==> src/rtl/sensor_pkg.sv <==
// Shared types and defaults for the sensor error monitor slice.
package sensor_pkg;

  typedef enum logic [1:0] {
    IDLE    = 2'd0,
    QUALIFY = 2'd1,
    ACTIVE  = 2'd2,
    RELEASE = 2'd3
  } monitor_state_t;

  localparam int DEFAULT_DEBOUNCE_CYCLES = 4;
  localparam int DEFAULT_CNT_WIDTH       = 8;

endpackage

==> src/rtl/sync_high.sv <==
// Two-flop synchronizer for a single asynchronous bit; both flops clear to 0 on reset.
module sync_high (
  input  logic clk,
  input  logic rst,
  input  logic d,
  output logic q
);

  logic meta;

  always_ff @(posedge clk or posedge rst) begin
    if (rst) begin
      meta <= 1'b0;
      q    <= 1'b0;
    end else begin
      meta <= d;
      q    <= meta;
    end
  end

endmodule

==> src/rtl/sensor_error_monitor.sv <==
// Synchronizes and debounces the detector error bit, then raises a sticky alarm
// and counts qualified error episodes with a saturating counter.
import sensor_pkg::*;

module sensor_error_monitor #(
  parameter int DEBOUNCE_CYCLES = DEFAULT_DEBOUNCE_CYCLES,
  parameter int CNT_WIDTH       = DEFAULT_CNT_WIDTH
) (
  input  logic                 clk,
  input  logic                 rst,
  input  logic                 error_in,
  input  logic                 clear,
  output logic                 error_valid,
  output logic                 alarm,
  output logic [CNT_WIDTH-1:0] event_count,
  output logic                 overflow
);

  localparam int DW = $clog2(DEBOUNCE_CYCLES + 1);
  localparam logic [DW-1:0]        DMAX = DW'(DEBOUNCE_CYCLES);
  localparam logic [CNT_WIDTH-1:0] CMAX = '1;

  logic           err_s;
  monitor_state_t state, state_nxt;
  logic [DW-1:0]  dcnt, dcnt_nxt;
  logic           event_edge;

  sync_high u_sync (
    .clk (clk),
    .rst (rst),
    .d   (error_in),
    .q   (err_s)
  );

  always_comb begin
    state_nxt  = state;
    dcnt_nxt   = dcnt;
    event_edge = 1'b0;
    unique case (state)
      IDLE: begin
        if (err_s) begin
          state_nxt = QUALIFY;
          dcnt_nxt  = DW'(1);
        end
      end
      QUALIFY: begin
        if (!err_s) begin
          state_nxt = IDLE;
          dcnt_nxt  = '0;
        end else if (dcnt == DMAX) begin
          state_nxt  = ACTIVE;
          event_edge = 1'b1;
        end else begin
          dcnt_nxt = dcnt + 1'b1;
        end
      end
      ACTIVE: begin
        if (!err_s) begin
          state_nxt = RELEASE;
          dcnt_nxt  = DW'(1);
        end
      end
      RELEASE: begin
        if (err_s) begin
          state_nxt = ACTIVE;
          dcnt_nxt  = '0;
        end else if (dcnt == DMAX) begin
          state_nxt = IDLE;
        end else begin
          dcnt_nxt = dcnt + 1'b1;
        end
      end
      default: begin
        state_nxt = IDLE;
        dcnt_nxt  = '0;
      end
    endcase
  end

  always_ff @(posedge clk or posedge rst) begin
    if (rst) begin
      state <= IDLE;
      dcnt  <= '0;
    end else begin
      state <= state_nxt;
      dcnt  <= dcnt_nxt;
    end
  end

  // An event coinciding with clear restarts the history at one event.
  always_ff @(posedge clk or posedge rst) begin
    if (rst) begin
      alarm       <= 1'b0;
      overflow    <= 1'b0;
      event_count <= '0;
    end else if (event_edge) begin
      alarm <= 1'b1;
      if (clear) begin
        event_count <= CNT_WIDTH'(1);
        overflow    <= 1'b0;
      end else if (event_count == CMAX) begin
        overflow <= 1'b1;
      end else begin
        event_count <= event_count + 1'b1;
      end
    end else if (clear) begin
      alarm       <= 1'b0;
      overflow    <= 1'b0;
      event_count <= '0;
    end
  end

  assign error_valid = (state == ACTIVE) || (state == RELEASE);

endmodule

==> config.mk <==
export PLATFORM = sky130hd
export DESIGN_NAME = sensor_error_monitor
export DESIGN_NICKNAME = d
export VERILOG_FILES = /design/src/rtl/sensor_pkg.sv /design/src/rtl/sync_high.sv /design/src/rtl/sensor_error_monitor.sv
export SDC_FILE = /design/constraint.sdc
export NUM_CORES = 1
export LEC_CHECK = 0
export CORE_ASPECT_RATIO = 0.5
export CORE_MARGIN = 3
export CORE_UTILIZATION = 33
export DETAILED_ROUTE_END_ITERATION = 7
export SLEW_MARGIN = 10
export SYNTH_ARGS = -nofsm -noshare
export SYNTH_HDL_FRONTEND = slang
export SYNTH_SLANG_ARGS = --single-unit
==> constraint.sdc <==
create_clock -name clk -period 2.3 [get_ports clk]
set_clock_uncertainty 0.2 [all_clocks]
set_input_delay 0.46 -clock clk [delete_from_list [all_inputs] [get_ports clk]]
set_output_delay 0.46 -clock clk [all_outputs]
set_load 0.02 [all_outputs]
==> run metrics, run 1 <==
outcome completed; ANT cells 0; Synth Area in XOR/XNOR 2.789%; CTS tree yes; Clock Tree Root clkbuf_8; Setup CP Type reg -> out; Avg Cell Area, Syn 10.13 um^2; Finished Layout Cells between 100 and 150; Fill cells ~240; post-synthesis mux area share 1.062%; Yosys cell types 35; worst vdd ir 0.0002453 V; CP Max Fanout 6; # DRC 0; Post-Syn Area roughly 940 um^2; gr usage total 12.41%; Max-cap violations 0; first-pass GRT wire length between 3 and 4 mm; Worst Setup Start Kind flip-flop; Routed wire per std cell between 10 and 15 um; area share of the largest cell type after synthesis 45.15%; Final setup viols 0; HP Class reg -> reg; Post-CTS Setup Inserts 0; CP Data Required Time 1.64 ns; vias per cell between 5 and 6; Adder-Cell Fraction of Synth Area under 10%; clock latency on the worst-skew pair 0.25 ns; PostCTS Resize Cnt 0; Rows 12; design area between 0.001 and 0.0015 mm^2; Die ar. between 0.003 and 0.004 mm^2; Post-Syn Nets 100; Buffers & Inverters on Critical Path 1; post-synthesis sequential area ratio 45.15%; Pleak 0.4680 nW; GPL Wtd Cong around 0.82; Remaining Overflow, GRT 0; fraction of layout cells with a size suffix above 1 8.491%; vias in the first global route approximately 670; Vert. Die Dim 43.78 um; Crit. End Element primary output; number of I/O port buffers 14; Worst-Margin Slew between 0.3 and 0.4 ns; Setup WS post-layout between 0.2 and 0.3 ns; pin count of the biggest net entering global routing 18; Pre-antenna DRT Iters 4; Routed WL approximately 2.0 mm; clk sink count 17; M1 GR Usage 19.05%; largest family of logic cells by synthesized area simple AND/OR/NAND/NOR gates; Max Slew Vio Count 0; Reg area 425.4 um^2; CP Cell Sequence clkdlybuf4s50_1; Power per Cell Area 710.6 mW/mm^2; final cycle utilization of the critical path 87.91%; Synth Area in Simple Gates approximately a fifth; met2 Track Usage GR 16.50%; Area Overhead vs Synth 20.58%; #FFs+latches synth 17; Max-slew headroom about three quarters; ranking of synthesized cells by area dfrtp_1 (45%), a311oi_1 (5.6%), ha_1 (4.0%); 1st-iter DRT viols 30; Final HPWL DP 1.346 mm; DRT antenna net count 0; Crit path largest cell delay 0.65 ns; multi-input logic area 451.7 um^2; Top Usage Layer GRT met1; core footprint between 0.002 and 0.0025 mm^2; WP data arrival 1.36 ns; maximum clock path buffer count 2; Hold Fails Final Rpt 0; maximum clock frequency 0.4946 GHz; Post-DP Area 0.001091 mm^2; I/O pin count 15; H-tree depth 1; Reg clk slew, reported paths roughly 0.06 ns; compound-gate portion of the synthesized area 19.92%; Post-Synthesis Cells 93; min Tclk post-route 2.022 ns; Synth area leader dfrtp_1; CP delay by family, top buffers and inverters; Inst Count DP 137; chip width 81.57 um; crit path max-delay cell type clkdlybuf4s50_1; Initial Util 38.50%; initial antenna violation count 0; RSZ-0062 raised after global routing no; setup tns final 0 ns; grt met3 use 3.734%; warning count from the yosys run 0; Post-Place Worst Slack 0.4556 ns; NumNets Final 114; Post-CTS Hold Buffers 0; worst hold-check slack between 0.15 and 0.2 ns; CTS Buf Count 3; Via Count 748
-- cell type report --
cell class | instances | area share (%)
clock buffers | 4 | 3.965
inverters | 4 | 1.322
multi-input cells | 65 | 39.76
flip-flops and latches | 17 | 37.44
well taps | 35 | 3.855
repair buffers | 16 | 13.66
-- through the flow --
stage | util [%] | total power, mW
finish | 46.42 | 0.8073
global route | 46.42 | 0.8587
CTS | 46.42 | 0.8157
global placement | 44.58 | 0.5887
floorplan | - | 0.5415
detailed placement | 44.58 | 0.5874
-- flip-flops by register name, indices dropped and copies added, names as in the netlist, named ones only --
name and cells:
u_sync.meta 1, overflow 1, event_count 8, u_sync.q 1, state 1, alarm 1
dcnt 3
-- worst register-to-register path, stage by stage (launching register included) --
cell and delay, ns:
dfrtp_1 0.41, inv_1 0.07, ha_1 0.19, and3_1 0.41
a31oi_1 0.14, a311oi_1 0.31
-- Yosys cell counts (all sizes together) --
cell type  count
dfrtp         17
nand2          8
a311oi         6
nor2           6
and3           5
a31oi          4
a41oi          4
buf            4
inv            4
clkbuf         3
ha             3
nand2b         3
nand3          3
nor2b          3
a211oi         2
and2           2
and4           2
o21ai          2
xnor2          2
a2111oi        1
a21boi         1
mux2i          1
nand3b         1
nor3           1
o2111ai        1
o22ai          1
o31ai          1
or2b           1
xor2           1
-- cells by family (layout without fill, tap and decap cells) --
group	Yosys count	after routing
AND/OR/NAND/NOR	35	35
AO/OA/AOI/OAI	23	23
flip-flops	17	17
buffers and inverters	11	24
adder cells (fa/ha/maj)	3	3
XOR/XNOR	3	3
multiplexers	1	1
-- cells in the final DEF, fill, tap and decap left out, drive strengths merged --
cell type      Yosys  layout
o21ai              2       2
dfrtp             17      17
o31ai              1       1
buf                4       2
nand2              8       8
mux2i              1       1
inv                4       4
clkbuf             3       4
a31oi              4       4
a21boi             1       1
o2111ai            1       1
nand2b             3       3
nand3              3       3
xnor2              2       2
a41oi              4       4
and2               2       2
nor3               1       1
o22ai              1       1
nand3b             1       1
a2111oi            1       1
ha                 3       3
clkdlybuf4s50      0      14
or2b               1       1
a211oi             2       2
xor2               1       1
nor2               6       6
a311oi             6       6
nor2b              3       3
and3               5       5
and4               2       2
-- report_power, final --
part	leakage [nW]	total [mW]	internal [mW]	switching, mW
logic	0.219	0.194	0.0846	0.110
registers	0.227	0.390	0.339	0.0511
clock network	0.0228	0.223	0.123	0.101
total	0.468	0.807	0.546	0.261
-- path summary, 6_finish.rpt --
check	start	to	slack, ns	cells after the start
min in group asynchronous	rst	alarm$_DFFE_PP0P_	0.33	3
min	u_sync.meta$_DFF_PP0_	u_sync.q$_DFF_PP0_	0.15	0
max in group asynchronous	rst	dcnt[2]$_DFFE_PP0P_	1.38	3
min reg2reg	u_sync.meta$_DFF_PP0_	u_sync.q$_DFF_PP0_	0.15	0
max	flip-flop	error_valid	0.28	1
max reg2reg	dcnt[0]$_DFFE_PP0P_	event_count[2]$_DFFE_PP0P_	0.45	5
-- routing by layer --
layer / routed length (um) / vias to the layer above
li1: - / 369
met1: 1022 / 358
met2: 819 / 19
met3: 98 / 2
met4: 18 / 0
met5: 0 / -
No activity file was read; power rests on OpenSTA's default activity.
==> inputs of run 2 (changes only) <==
--- a/config.mk
+++ b/config.mk
@@ -5,6 +5,7 @@
 export SDC_FILE = /design/constraint.sdc
 export NUM_CORES = 1
 export LEC_CHECK = 0
+export CAP_MARGIN = 25
 export CORE_ASPECT_RATIO = 0.5
 export CORE_MARGIN = 3
 export CORE_UTILIZATION = 33
==> results of run 2 <==
The final DEF is identical to that of run 1; final timing and power are the same.
